## config.mk

```make
export PLATFORM = sky130hd
export DESIGN_NAME = matrix_frame_ctrl
export DESIGN_NICKNAME = d
export VERILOG_FILES = /design/src/rtl/matrix_frame_ctrl.sv
export SDC_FILE = /design/constraint.sdc
export NUM_CORES = 1
export LEC_CHECK = 0
export CAP_MARGIN = 20
export CORE_MARGIN = 2
export CORE_UTILIZATION = 25
export DETAILED_ROUTE_END_ITERATION = 16
export GPL_ROUTABILITY_DRIVEN = 1
export PLACE_DENSITY = 0.44
export SLEW_MARGIN = 20
export SYNTH_ARGS = -nofsm -noshare
export SYNTH_HDL_FRONTEND = slang
export SYNTH_SLANG_ARGS = --single-unit
```

## constraint.sdc

```tcl
create_clock -name clock_i -period 1.9 [get_ports clock_i]
set_input_delay 0.19 -clock clock_i [delete_from_list [all_inputs] [get_ports clock_i]]
set_output_delay 0.19 -clock clock_i [all_outputs]
set_load 0.03 [all_outputs]
```

## src/rtl/matrix_frame_ctrl.sv

```systemverilog
// Double-buffered 8x8 frame store with slot-aligned PWM output enable; swaps land only on slot ends.
// Latency: idle swap 1 cycle, scanning swap <= 8 cycles; writes accepted every cycle, no backpressure.
module matrix_frame_ctrl #(
    parameter int         ROWS         = 8,
    parameter logic [2:0] RESET_BRIGHT = 3'd7
) (
    input  logic        clock_i,
    input  logic        reset_i,
    input  logic        wr_en_i,
    input  logic [2:0]  wr_addr_i,
    input  logic [7:0]  wr_data_i,
    input  logic        swap_req_i,
    input  logic        scan_en_i,
    input  logic [2:0]  brightness_i,
    output logic [63:0] frame_o,
    output logic        oe_o,
    output logic        swap_pending_o,
    output logic        swap_done_o,
    output logic        frame_tick_o
);

    localparam logic [2:0] LAST_ROW  = 3'(ROWS - 1);
    localparam logic [2:0] LAST_SLOT = 3'd7;

    logic [63:0] front_q, front_d;
    logic [63:0] back_q, back_d;
    logic [2:0]  row_cnt_q, row_cnt_d;
    logic [2:0]  slot_cnt_q, slot_cnt_d;
    logic [2:0]  bright_q, bright_d;
    logic        scan_active_q, scan_active_d;
    logic        pending_q, pending_d;
    logic        swap_done_q, swap_done_d;

    logic        row_last;
    logic        period_end;
    logic        swap_fire;

    always_comb begin
        row_last   = (row_cnt_q == LAST_ROW);
        period_end = scan_active_q & row_last & (slot_cnt_q == LAST_SLOT);
        // A request arriving on the swap edge itself is served by that edge.
        swap_fire  = (pending_q | swap_req_i) & (~scan_active_q | row_last);

        back_d = back_q;
        if (wr_en_i) begin
            back_d[{wr_addr_i, 3'b000} +: 8] = wr_data_i;
        end

        front_d       = swap_fire ? back_q : front_q;
        pending_d     = (pending_q | swap_req_i) & ~swap_fire;
        swap_done_d   = swap_fire;
        scan_active_d = scan_en_i;

        // Counters sit at zero whenever scanning is inactive, so a restart begins at row 0, slot 0.
        row_cnt_d  = 3'd0;
        slot_cnt_d = 3'd0;
        if (scan_active_q && scan_en_i) begin
            row_cnt_d  = row_cnt_q + 3'd1;
            slot_cnt_d = row_last ? slot_cnt_q + 3'd1 : slot_cnt_q;
        end

        bright_d = (~scan_active_q | period_end) ? brightness_i : bright_q;
    end

    always_ff @(posedge clock_i) begin
        if (reset_i) begin
            front_q       <= '0;
            back_q        <= '0;
            row_cnt_q     <= '0;
            slot_cnt_q    <= '0;
            bright_q      <= RESET_BRIGHT;
            scan_active_q <= 1'b0;
            pending_q     <= 1'b0;
            swap_done_q   <= 1'b0;
        end else begin
            front_q       <= front_d;
            back_q        <= back_d;
            row_cnt_q     <= row_cnt_d;
            slot_cnt_q    <= slot_cnt_d;
            bright_q      <= bright_d;
            scan_active_q <= scan_active_d;
            pending_q     <= pending_d;
            swap_done_q   <= swap_done_d;
        end
    end

    assign frame_o        = front_q;
    assign oe_o           = scan_active_q & (slot_cnt_q <= bright_q);
    assign swap_pending_o = pending_q;
    assign swap_done_o    = swap_done_q;
    assign frame_tick_o   = period_end;

endmodule

```

==> flow_metrics.tcl <==
set metrics [dict create \
    drive_above_1_share 0.1182 \
    clock_skew_ps 10.73 \
    setup_ws_ps 63.04 \
    cp.arrival_ps 1650 \
    yosys_most_used_dff "dfxtp_1" \
    required_ps 1710 \
    gr-total-overflow 0 \
    hp-class "in2reg" \
    tns_ps 0 \
    synth_top_area_share 0.5072 \
    cts.sinks 140 \
    synth_area_leaders "dfxtp_1, o21ai_0, a21oi_1" \
    core_sq_um 21760 \
    finish.utilization 0.3469 \
    top_layer_used "met4" \
    cap_violations 0 \
    grt_use_total 0.1356 \
    synthToLayoutAreaGrowth_pct 36.59 \
    routedWlPerCell_um 15.88 \
    holdWs_ps 268.3 \
    ys_ff_latch 140 \
    dieArea_sq_um 23310 \
    io_buffers 86 \
    grt_max_degree 67 \
    setup_violations 0 \
    crit_path_max_fanout 3 \
    dr_total_vias 4715 \
    synth-edff-count 0 \
    postSynth.asyncResetShare 0 \
    met2WireLength_mm 7.701 \
    numCtsBuffers 17 \
    hold_viol 0 \
    synthDistinctLibCells 31 \
    synthCells 625 \
    syn_nets 654 \
    p_leak_nw 2.742 \
    clkTransAtPathRegs_ps 60 \
    cts_tree "done" \
    totalWireLength_mm 15.87 \
    synth_commonest_cells "dfxtp_1, o21ai_0, a21oi_1, nand3_1, clkbuf_1" \
    r2r_slack_ps 210 \
    worstMarginPinSlew_ps 536.2 \
    drt-pass1-iter-count 6 \
    die_h_um 152.7 \
    wl_met3_um 708 \
    fmax_ghz 0.5444 \
    finalCritPeriodShare 0.9668 \
    ys_seq_area_frac 0.5072 \
    antenna_found_initial 0 \
    diodes 0 \
    avgSynthCellArea_sq_um 8.840 \
    rsz0062_at_grt "false" \
    yosysTopAreaCell "dfxtp_1" \
    die_w_um 152.7 \
    min_period_ps 1837 \
    vias_per_cell 4.720 \
    p_total_mw 7.082 \
    num_rows 54 \
    fin_area_sq_um 7547 \
    nFillCells 2258 \
    clockBufferDepth 2 \
    slew-limit-headroom 0.6425 \
    grt_pass1_wl_mm 25.02 \
    peakVddDrop_mv 0.5369 \
    final_antenna_net_count 0 \
    place.detailed.hpwl_mm 10.32 \
    drt_iter0_drc 337 \
    status "completed" \
    clk_latency_ps 420 \
    met1_length_mm 7.301 \
    yosys_warnings 0 \
    netlist_area_sq_um 5525 \
    power_density_nw_per_um2 938.4 \
    cts-root-buf "clkbuf_16" \
    placed_area_sq_um 6862 \
    path_class "reg2out" \
    synth.most_common_cell "dfxtp_1" \
    final_cells 999 \
    grt_pass1_vias 4645 \
    place_inst 966 \
    final_net_count 736 \
    place_ws_ps -555.0 \
    worstSetupEndpointType "output port" \
    cts_max_level 4 \
    drc 0 \
    pin_count 87 \
    setup.worst_path.start_class "flop" \
    initial_core_util 0.2540 \
    place.gp.congestion 0.7893 \
    maxSlewViolCount 0 \
]
-- state kept, by name, indices dropped and copies added, names as in the netlist --
| signal | count |
|---|---|
| back_q | 64 |
| frame_o | 64 |
| bright_q | 3 |
| row_cnt_q | 3 |
| slot_cnt_q | 3 |
| scan_active_q | 1 |
| swap_done_o | 1 |
| swap_pending_o | 1 |
-- kinds of logic after synthesis --
kind of cell,Yosys count,synth area share
AOI/OAI and AO/OA,197,0.1818
and+or+nand+nor,177,0.1780
DFF,140,0.5072
buffers and inverters,66,0.04710
muxes,34,0.06159
adders and majority gates,10,0.02264
xor gates and xnor gates,1,0.001585
-- path summary, 6_finish.rpt --
kind                                     from           end  depth (start not counted)
worst max-delay path            slot_cnt_q[0]  frame_tick_o                          4
worst min-delay path                  reset_i   frame_o[54]                          2
worst max register to register   row_cnt_q[0]   frame_o[62]                          7
worst min register to register   row_cnt_q[0]  row_cnt_q[0]                          1
-- where the power goes --
part / leakage, nW / total (mW) / internal [mW] / switching [mW]
registers: 1.13 / 3.00 / 2.98 / 0.0236
logic: 1.31 / 0.568 / 0.220 / 0.349
clock network: 0.300 / 3.51 / 2.20 / 1.31
-- cell usage in the layout (no fill, tap or decap), types with 5 or more instances in the layout --
master	synthesis	final
nand2b_1	43	41
nand4_1	6	6
buf_12	0	7
buf_4	0	30
nor2b_1	9	7
inv_1	6	6
or3_1	8	8
a21oi_1	95	94
clkbuf_16	0	17
clkdlybuf4s50_1	0	82
nor2_1	6	5
o21ai_0	96	96
ha_1	10	8
dfxtp_1	140	137
nand2_1	6	6
mux2i_1	34	34
nand3_1	84	84
-- worst max-delay path, cell delays in order (launching register included) --
cell	delay, ps
dfxtp_2	330
ha_1	200
ha_1	190
and3_1	170
clkdlybuf4s15_1	330
-- timing repair --
action,in CTS,in global routing
hold buffers,0,0
setup endpoints to repair,9,27
buffers inserted,2,0
resized for setup,5,12
gates cloned,0,0
pin swaps,3,6
-- per-layer routing --
layer  global-route usage  vias to the layer above
met2               0.2293                       84
met4              0.03704                        0
met3              0.03612                       10
li1                     -                     2369
met5                    0                        -
met1               0.1708                     2252
-- final cells by class --
cell class                 instances  area (sq um)  share of cell area
tap                              280         350.3             0.04642
inverter                           6         22.52            0.002984
sequential                       140          2806              0.3718
clock buffer                      17         425.4             0.05637
timing repair buffer             123          1231              0.1631
clock inverter                    14         193.9             0.02570
multi-input combinational        419          2517              0.3336
No activity file was read; power rests on OpenSTA's default activity.
